`src/rtl/fetch_sequencer.sv`:
```
// fetch_sequencer: owns F_PC, fetches over a req/ack instruction-memory port,
// holds the fetched word while D is stalled and flags bad fetch addresses.
//
// Handshake: imem_req is raised in S_REQ with imem_addr = F_PC held constant
// until imem_ack; imem_rdata is taken only in the ack cycle. The word is
// offered to D when F_valid=1, and it is handed over on any cycle where
// F_valid=1 and stall=0.
module fetch_sequencer #(
   parameter logic [31:0] RESET_PC = 32'h0000_3000,
   parameter logic [31:0] IMEM_LO  = 32'h0000_3000,
   parameter logic [31:0] IMEM_HI  = 32'h0000_6FFC
) (
   input  logic        clk,
   input  logic        reset,
   input  logic        stall,
   input  logic [31:0] npc,
   output logic        imem_req,
   output logic [31:0] imem_addr,
   input  logic        imem_ack,
   input  logic [31:0] imem_rdata,
   output logic [31:0] F_PC,
   output logic [31:0] F_instr,
   output logic        F_valid,
   output logic        F_adel,
   output logic [1:0]  dbg_state
);

   localparam logic [1:0] S_REQ  = 2'd0;
   localparam logic [1:0] S_HOLD = 2'd1;

   logic [1:0]  state_q, state_d;
   logic [31:0] pc_q, pc_d;
   logic [31:0] instr_q, instr_d;
   logic        adel_q, adel_d;
   logic        handover;

   // Misaligned or outside the instruction memory window (unsigned compare).
   function automatic logic bad_addr(input logic [31:0] a);
      return (a[1:0] != 2'b00) || (a < IMEM_LO) || (a > IMEM_HI);
   endfunction

   // State register plus PC / held-instruction registers; reset wins over all.
   always_ff @(posedge clk) begin
      if (reset) begin
         state_q <= S_REQ;
         pc_q    <= RESET_PC;
         instr_q <= 32'h0;
         adel_q  <= 1'b0;
      end else begin
         state_q <= state_d;
         pc_q    <= pc_d;
         instr_q <= instr_d;
         adel_q  <= adel_d;
      end
   end

   // Next state: latch on stalled ack, load npc at handover; a bad npc goes
   // straight to S_HOLD with a nop so no request is ever issued for it.
   always_comb begin
      state_d  = state_q;
      pc_d     = pc_q;
      instr_d  = instr_q;
      adel_d   = adel_q;
      handover = 1'b0;
      case (state_q)
         S_REQ: begin
            if (imem_ack) begin
               if (stall) begin
                  instr_d = imem_rdata;
                  adel_d  = 1'b0;
                  state_d = S_HOLD;
               end else begin
                  handover = 1'b1;
               end
            end
         end
         S_HOLD: begin
            if (!stall) handover = 1'b1;
         end
         default: state_d = S_REQ;
      endcase
      if (handover) begin
         pc_d = npc;
         if (bad_addr(npc)) begin
            instr_d = 32'h0;
            adel_d  = 1'b1;
            state_d = S_HOLD;
         end else begin
            adel_d  = 1'b0;
            state_d = S_REQ;
         end
      end
   end

   // Outputs: in S_REQ the memory word passes straight through in the ack
   // cycle; in S_HOLD the latched word (or the address-error nop) is offered.
   always_comb begin
      imem_req  = 1'b0;
      imem_addr = pc_q;
      F_PC      = pc_q;
      F_instr   = 32'h0;
      F_valid   = 1'b0;
      F_adel    = 1'b0;
      dbg_state = state_q;
      case (state_q)
         S_REQ: begin
            imem_req = 1'b1;
            F_valid  = imem_ack;
            F_instr  = imem_rdata;
         end
         S_HOLD: begin
            F_valid = 1'b1;
            F_instr = instr_q;
            F_adel  = adel_q;
         end
         default: begin
            imem_req = 1'b0;
         end
      endcase
   end

endmodule
```
`config.mk`:
```
export PLATFORM = sky130hd
export DESIGN_NAME = fetch_sequencer
export DESIGN_NICKNAME = d
export VERILOG_FILES = /design/src/rtl/fetch_sequencer.sv
export SDC_FILE = /design/constraint.sdc
export NUM_CORES = 1
export LEC_CHECK = 0
export BUFFER_PORTS_ARGS = -buffer_cell sky130_fd_sc_hd__buf_4
export CAP_MARGIN = 5
export CORE_ASPECT_RATIO = 1.1
export CORE_MARGIN = 2
export CORE_UTILIZATION = 30
export DETAILED_ROUTE_END_ITERATION = 8
export SETUP_SLACK_MARGIN = 0.2
export SYNTH_ARGS = -nofsm -noshare
export SYNTH_HDL_FRONTEND = slang
export SYNTH_SLANG_ARGS = --single-unit
```
`constraint.sdc`:
```
create_clock -name clk -period 2.3 [get_ports clk]
set_input_delay 0.23 -clock clk [delete_from_list [all_inputs] [get_ports clk]]
set_output_delay 0.23 -clock clk [all_outputs]
set_load 0.1 [all_outputs]
```
==> results by group, run 1 <==
Timing
  – Final setup vio count: 0
  – Fmax: 502 MHz
  – Slew HR: 33.3%
  – Worst slew pin tran: 1.00 ns
  – RSZ-0062 raised after global routing: no
  – Final setup TNS: 0 ns
  – Tmin final: 1.99 ns
  – Layout Skew: 0.00545 ns
  – Hold Violations, Final: 0
  – Period Utilization, post-route: 86.6%
  – Final slew viol count: 0

Setup path
  – Critical path fanouts, max: 21
  – Critical path capture point: F_instr[19]
  – Kind of critical path: reg2out
  – CP delay by family, top: buffers and inverters
  – Startpoint Class: flop
  – CP cell instances: buf_4, mux2_2, buf_4
  – CP bufs+invs: 2
  – R2R Path Start: dbg_state[0]
  – Critical path capture point type: primary output
  – Worst path required time: 2.07 ns
  – CP max stage delay: 0.48 ns
  – Worst setup path startpoint: dbg_state[0]
  – Flop2flop setup slack: 0.48 ns
  – CP Data Arrival Time: 1.76 ns
  – Reg2reg end: instr_q[0]
  – R2R cell count: 4
  – Slowest cell on the critical path: dfxtp_4
  – Most used cell, CP: buf_4
  – Crit. path cell count: 3

Finish
  – Final std cells w/o fill: 610
  – Area Overhead vs Synth: 42.9%
  – Final net count: 532
  – # diodes: 0
  – Final instance area: 0.00464 mm²
  – Fill cells: 1081
  – Layout cells sized above 1: 54.4%

Synth
  – Post-synthesis register bit count: 66
  – Syn. warnings: 0
  – Synth Area in Compound Gates: 5.51%
  – Syn Inst Count: 341
  – Synth Area in XOR/XNOR: 0.270%
  – Cell taking the most area after synthesis: dfxtp_1
  – Post-Synth Simple-Gate Area: 20.7%
  – Multiplexer area fraction after synthesis: 21.0%
  – Area share of the largest cell type after synthesis: 40.7%
  – Post-Synth Adder-Cell Area: 0%
  – Synthesized area per cell: 9.52 µm²
  – Largest family of logic cells by synthesized area: multiplexers
  – Ranking of synthesized cells by area: dfxtp_1 (41%), mux2_2 (11%), mux2i_1 (9.9%)
  – Sequential share of the synthesized area: 40.7%
  – Net count after synthesis: 409
  – Post-synthesis cell area: 0.00325 mm²
  – Number of distinct library cells after synthesis: 26

Floorplan
  – Placeable Area: 0.0104 mm²
  – Starting Density: 31.1%
  – Die W: 103 µm
  – Chip height: 113 µm
  – IO Pins: 169
  – Total die area: 0.0117 mm²
  – Row count: 39

Clock network
  – Num Clock Sinks: 66
  – Clk buf depth: 2
  – TritonCTS Buffers: 9
  – Hold Buf Count CTS: 0
  – Resized Gates After CTS: 0
  – Root buf cell: clkbuf_16
  – H-tree depth: 3
  – CTS tree: built
  – Clk slew on worst S/H paths: 0.05 ns
  – Setup Buffers After CTS: 0
  – Skew-Pair Late Insertion Delay: 0.32 ns

Placed design
  – Post-Place Cell Area: 0.00435 mm²
  – Placed insts: 596
  – HPWL after detailed placement: 5860 µm
  – Input/output buffers: 167
  – Routability cong.: 0.697

Global routing
  – Largest net degree at the start of global routing: 67
  – Global-route wire length before repair: 12400 µm
  – GRT Residual Overflow: 0
  – Gr usage total: 13.5%
  – Initial antenna violation count: 0
  – Vias in the first global route: 2527

Detailed routing
  – Drt via density: 4.49
  – Final WL: 8160 µm
  – DR iter-0 viols: 54
  – Antenna Nets Post-Route: 0
  – Drt first pass iters: 5
  – Routed via count: 2739
  – DRC: 0
  – Avg WL per Cell: 13.4 µm

Power and ir drop
  – Lkg Pwr: 2.19 nW
  – PD cells: 849 mW/mm²
  – Design Power: 0.00394 W
  – Worst VDD drop: 341 µV

Flow run
  – MaxCap Viol Count: 0

Worst hold path
  – Hold Path Cell Cnt: 3
  – Class of the worst hold path: in2reg

Run status
  – Status: finished, final reports clean
==> state kept, by name, summed over array words and instances (netlist names) <==
signal	flops
dbg_state	1
F_PC	32
adel_q	1
instr_q	32
==> layer usage <==
layer  wire (µm)  global-route usage [%]
met5           0                       0
met4          65                    5.00
met3         579                    2.90
met2        4050                    23.1
met1        3460                    16.4
==> final cells by class <==
cell class / count / area (µm²) / share of cell area [%]
multi-input cells: 215 / 1560 / 33.6
repair buffers: 169 / 1270 / 27.3
well taps: 143 / 179 / 3.86
clock buffers: 12 / 256 / 5.53
clock inverters: 2 / 37.5 / 0.809
flip-flops and latches: 66 / 1330 / 28.6
inverters: 3 / 15.0 / 0.324
==> kinds of logic (layout without fill, tap and decap cells) <==
group	Yosys count	in the layout
AO/OA/AOI/OAI	34	34
flip-flops	66	66
other	1	1
XOR/XNOR	1	1
multiplexers	64	64
AND/OR/NAND/NOR	115	115
buffers and inverters	60	186
==> cells in the mapped netlist (all sizes together) <==
master / instances
nor2: 2
mux2i: 32
nand2: 67
inv: 3
nor4: 5
mux2: 32
xor2: 1
conb: 1
and2: 1
o31a: 1
nor2b: 1
o22ai: 1
buf: 47
a21oi: 31
or2: 1
clkbuf: 10
o41ai: 1
nand3b: 2
nor3: 34
nand3: 2
dfxtp: 66
==> worst min-delay path, cell delays in order <==
cell and delay, ns:
buf_4 0.08, nand2_1 0.04, nand3b_1 0.06
==> worst min path at each step <==
| stage | startpoint | end | slack [ns] |
|---|---|---|---|
| after floorplan | npc[12] | F_PC[12] | 0.36 |
| after global placement | npc[13] | F_PC[13] | 0.45 |
| after detailed placement | npc[12] | F_PC[12] | 0.46 |
| after CTS | npc[12] | F_PC[12] | 0.12 |
| after global routing | npc[13] | F_PC[13] | 0.15 |
| final | npc[13] | F_PC[13] | 0.13 |
==> power breakdown <==
part	internal [W]	leakage [nW]	switching, W
combinational	0.000316	1.51	0.00105
sequential	0.00120	0.539	0.0000422
clock	0.000885	0.141	0.000452
==> through the flow <==
| stage | hold slack (ns) | util [%] | setup WS (ns) |
|---|---|---|---|
| after floorplan | 0.355 | - | 0.129 |
| after global placement | 0.450 | 41.6 | 0.460 |
| after detailed placement | 0.456 | 41.6 | 0.388 |
| after CTS | 0.120 | 44.4 | 0.267 |
| after global routing | 0.146 | 44.4 | 0.225 |
| final | 0.135 | 44.4 | 0.308 |
==> layout by cell type (no fill, tap or decap) <==
cell type,synthesis,routed
nor3_2,30,30
and2_2,0,1
buf_4,33,169
inv_1,3,2
o41ai_1,1,1
mux2_2,32,32
or2_2,1,1
nor2b_1,1,1
clkbuf_16,0,9
nand3_4,0,1
clkbuf_8,0,2
clkbuf_1,10,1
dfxtp_4,0,1
bufinv_16,0,1
o22ai_1,1,1
nor2_2,2,2
a21oi_1,31,31
nor4_2,2,2
nor3_1,4,4
dfxtp_1,66,65
xor2_1,1,1
nand2_1,67,67
nor4_1,3,3
mux2i_1,32,32
o31a_2,0,1
clkinvlp_4,0,2
conb_1,1,1
nand3_1,2,1
nand3b_1,2,2
No activity file was read; power rests on OpenSTA's default activity.
==> run 2: changes to the inputs <==
Clock period 2.3 ns to 2.1 ns, I/O delays scaled along.
==> run 2 against run 1 <==
Net effect:
- sequential share of layout area down 0.27 points
- die area unchanged
- clock skew up 0.00094 ns
- highest routed layer unchanged
==> results by group, run 2 (same netlist as run 1, synthesis figures left out) <==
Detailed routing
  – Drt first pass iters: 5
  – Final WL: 7920 µm
  – DRC: 0
  – Routed via count: 2695
  – DR iter-0 viols: 63
  – Drt via density: 4.40
  – Avg WL per Cell: 12.9 µm
  – Antenna Nets Post-Route: 0

Timing
  – Final slew viol count: 0
  – Layout Skew: 0.00639 ns
  – Tmin final: 1.80 ns
  – Hold Violations, Final: 0
  – Fmax: 554 MHz
  – RSZ-0062 raised after global routing: no
  – Final setup vio count: 0
  – Worst slew pin tran: 0.954 ns
  – Final setup TNS: 0 ns
  – Slew HR: 36.4%
  – Period Utilization, post-route: 85.9%

Worst hold path
  – Class of the worst hold path: in2reg

Finish
  – Commonest non-fill, non-tap cell in the layout: buf_4
  – # diodes: 0
  – Area taken by multi-input logic gates: 0.00156 mm²
  – Area Overhead vs Synth: 44.3%
  – Fill cells: 1047
  – Final instance area: 0.00469 mm²
  – Commonest non-fill, non-tap cells in the layout: buf_4 (168), nand2_1 (67), dfxtp_1 (65)
  – FF/Latch Area: 0.00133 mm²
  – Final net count: 534
  – Layout cells sized above 1: 54.5%

Floorplan
  – Placeable Area: 0.0104 mm²
  – Die W: 103 µm
  – Row count: 39
  – Total die area: 0.0117 mm²
  – IO Pins: 169
  – Starting Density: 31.1%
  – Chip height: 113 µm

Global routing
  – Largest net degree at the start of global routing: 36
  – Initial antenna violation count: 0
  – GRT Residual Overflow: 0
  – Global-route wire length before repair: 11800 µm
  – Gr usage total: 12.9%
  – Vias in the first global route: 2431

Setup path
  – Critical path capture point type: primary output
  – Critical path fanouts, max: 25
  – Kind of critical path: reg2out
  – Worst path required time: 1.89 ns
  – Startpoint Class: flop
  – CP Data Arrival Time: 1.59 ns

Run status
  – Status: finished, final reports clean

Clock network
  – Clk buf depth: 2
  – TritonCTS Buffers: 9
  – Skew-Pair Late Insertion Delay: 0.31 ns
  – H-tree depth: 3
  – CTS tree: built
  – Setup Buffers After CTS: 0
  – Root buf cell: clkbuf_16
  – Clk slew on worst S/H paths: 0.05 ns
  – Num Clock Sinks: 66

Flow run
  – MaxCap Viol Count: 0

Placed design
  – Input/output buffers: 167
  – Post-Place Cell Area: 0.00439 mm²
  – HPWL after detailed placement: 5760 µm
  – Routability cong.: 0.683

Power and ir drop
  – Lkg Pwr: 2.21 nW
  – PD cells: 917 mW/mm²
  – Worst VDD drop: 383 µV
## run 2: routing by layer
metal  track usage (%)  vias to the layer above  part of all wire, %
li1                  -                     1372                    -
met1              16.4                     1213                   43
met3              2.90                        8                  7.0
met4              4.74                        0                  1.2
met5                 0                        -                    0
met2              21.1                      102                   48
## run 2: repair_timing
| action | 4_1_cts | 5_1_grt |
|---|---|---|
| resized for setup | 1 | 2 |
| setup endpoints to repair | 23 | 23 |
| hold buffers | 0 | 0 |
## run 2: critical path: stages, from the launching register on
cell and delay, ns:
dfxtp_4 0.46, buf_12 0.21, mux2_2 0.36, buf_4 0.23
## run 2: cell type report
type                    count  share of cell area, %
repair buffers            171                   28.2
clock inverters             3                  0.854
flip-flops and latches     66                   28.3
clock buffers              12                   5.26
well taps                 143                   3.82
inverters                   3                  0.320
multi-input cells         215                   33.3
## run 2: final timing paths
path	start	slack [ns]	cells past startpoint	end
worst max register to register	dbg_state[0]	0.35	4	instr_q[0]
worst max-delay path	dbg_state[0]	0.30	3	F_instr[11]
worst min register to register	F_PC[18]	0.48	2	F_PC[18]
worst min-delay path	npc[12]	0.11	3	F_PC[12]
## run 2: per-stage QoR
step	std cells	total power, W	worst slack (ns)	hold WS, ns	utilization [%]
2_1_floorplan	341	0.00259	0.0608	0.335	-
3_3_place_gp	598	0.00288	0.230	0.431	42.0
3_5_place_dp	598	0.00289	0.196	0.435	42.0
4_1_cts	613	0.00436	0.202	0.0984	44.8
5_1_grt	613	0.00447	0.211	0.103	44.9
6_report	613	0.00430	0.295	0.110	44.9
## run 2: power breakdown
part	total [W]	leakage, nW	internal (W)	switching, W
logic	0.00151	1.53	0.000358	0.00115
registers	0.00135	0.539	0.00131	0.0000445
clock network	0.00144	0.142	0.000940	0.000499
==> run 3: changes to the inputs <==
Settings changed: CORE_MARGIN 2 to 10.
==> run 3 against run 2 <==
Net effect:
- clock power is essentially flat
- utilization is 0.38 points lower
- combinational power about the same
- total power increased by 0.57%
- sequential power about the same
- first-iteration DRC count increased by 71%
- maximum frequency decreased by 1.1%
- sequential share of layout area grew 0.11 points
- flip-flop and latch count did not move
- count of clock-buffer cells in the layout is the same
- hold slack gained 0.0010 ns
==> results by group, run 3 (same netlist as run 1, synthesis figures left out) <==
Timing
  – Worst slew pin tran: 1.02 ns
  – Fin Hold WS: 0.111 ns
  – Final setup TNS: 0 ns
  – Hold Violations, Final: 0
  – Tmin final: 1.82 ns
  – Slew HR: 32.0%
  – Layout Skew: 0.00280 ns
  – Final setup vio count: 0
  – Fmax: 548 MHz
  – Period Utilization, post-route: 86.9%
  – RSZ-0062 raised after global routing: no
  – Final worst setup slack: 0.275 ns
  – Final slew viol count: 0

Detailed routing
  – DR iter-0 viols: 108
  – Routed via count: 2760
  – Drt via density: 4.50
  – Final WL: 9780 µm
  – Antenna Nets Post-Route: 0
  – Avg WL per Cell: 16.0 µm
  – DRC: 0
  – Drt first pass iters: 4

Finish
  – Fill cells: 1024
  – Final net count: 534
  – Commonest non-fill, non-tap cells in the layout: buf_4 (169), nand2_1 (67), dfxtp_1 (65)
  – Commonest non-fill, non-tap cell in the layout: buf_4
  – # diodes: 0
  – Final instance area: 0.00467 mm²
  – Area taken by multi-input logic gates: 0.00156 mm²
  – Layout cells sized above 1: 54.5%
  – Final std cells w/o fill: 613
  – Area Overhead vs Synth: 43.8%
  – FF/Latch Area: 0.00133 mm²

Power and ir drop
  – Share of total power in sequential cells: 31.2%
  – Internal cell power: 0.00260 W
  – Combinational share of power: 35.1%
  – Lkg Pwr: 2.21 nW
  – PD cells: 926 mW/mm²
  – Clock power share: 33.7%
  – Switching Share: 39.8%
  – P_sw: 0.00172 W
  – Worst VDD drop: 390 µV

Placed design
  – DP Worst Slack: 0.147 ns
  – Routability cong.: 0.714
  – HPWL after detailed placement: 7310 µm
  – Post-Place Cell Area: 0.00437 mm²
  – Input/output buffers: 167
  – Placed insts: 598

Clock network
  – Setup Buffers After CTS: 0
  – Root buf cell: clkbuf_16
  – Num Clock Sinks: 66
  – CTS tree: built
  – H-tree depth: 3
  – Clk slew on worst S/H paths: 0.05 ns
  – Skew-Pair Late Insertion Delay: 0.32 ns
  – Clk buf depth: 2
  – Hold Buf Count CTS: 0
  – TritonCTS Buffers: 9

Setup path
  – CP Data Arrival Time: 1.61 ns
  – Critical path capture point type: primary output
  – Startpoint Class: flop
  – Kind of critical path: reg2out
  – CP cell instances: buf_8, mux2_2, buf_4
  – CP max stage delay: 0.41 ns
  – Critical path fanouts, max: 30
  – Slowest cell on the critical path: dfxtp_4
  – Worst path required time: 1.89 ns

Floorplan
  – Chip height: 129 µm
  – Die W: 119 µm
  – Row count: 39
  – Placeable Area: 0.0105 mm²
  – Total die area: 0.0154 mm²
  – Starting Density: 30.9%
  – IO Pins: 169

Global routing
  – GRT Residual Overflow: 0
  – Gr usage total: 11.9%
  – Initial antenna violation count: 0
  – Vias in the first global route: 2842
  – Largest net degree at the start of global routing: 41
  – Global-route wire length before repair: 14900 µm

Worst hold path
  – Class of the worst hold path: in2reg

Flow run
  – MaxCap Viol Count: 0

Run status
  – Status: finished, final reports clean
[run 3: cell count changes in the layout (fill, tap and decap cells not counted)]
cell    delta
buf_12     -2
buf_8      +1
buf_4      +1
[run 3: repair_timing]
item                       CTS  global route
hold endpoints to repair     0             0
setup endpoints to repair   29            10
gates resized for setup      1             1
[run 3: power groups by stage]
stage / Combinational (W) / Sequential [W] / Clock (W)
floorplan: 0.000968 / 0.00163 / 0
global placement: 0.00152 / 0.00138 / 0
detailed placement: 0.00153 / 0.00138 / 0
CTS: 0.00153 / 0.00135 / 0.00150
global route: 0.00157 / 0.00136 / 0.00155
finish: 0.00152 / 0.00135 / 0.00145
[run 3: layer usage]
metal / part of all wire (%) / global-route usage, % / vias up
li1: - / - / 1377
met1: 46 / 14.8 / 1270
met2: 47 / 19.2 / 105
met3: 6.3 / 3.74 / 8
met4: 1.2 / 3.88 / 0
met5: 0 / 0 / -
[run 3: worst paths after layout]
| path | from | endpoint | slack, ns | cells after the start |
|---|---|---|---|---|
| max | dbg_state[0] | F_instr[29] | 0.28 | 3 |
| min | npc[12] | F_PC[12] | 0.11 | 3 |
| max reg2reg | dbg_state[0] | instr_q[0] | 0.39 | 4 |
| min reg2reg | F_PC[26] | F_PC[26] | 0.47 | 2 |
[run 3: worst max-delay path, delay by kind of cell (launching register included)]
family | cells | cell delay [ns]
buffers and inverters | 2 | 0.49
DFF | 1 | 0.41
muxes | 1 | 0.38
[run 3: final cells by class]
| class | instances | area share, % |
|---|---|---|
| Multi-Input combinational cell | 215 | 33.4 |
| Clock buffer | 12 | 5.28 |
| Timing Repair Buffer | 171 | 27.9 |
| Tap cell | 143 | 3.83 |
| Clock inverter | 3 | 0.858 |
| Sequential cell | 66 | 28.4 |
| Inverter | 3 | 0.322 |
[run 3: per-stage QoR]
| step | util [%] | power, W |
|---|---|---|
| final | 44.5 | 0.00432 |
| after global routing | 44.5 | 0.00448 |
| after floorplan | - | 0.00259 |
| after detailed placement | 41.7 | 0.00290 |
| after CTS | 44.5 | 0.00438 |
| after global placement | 41.7 | 0.00290 |
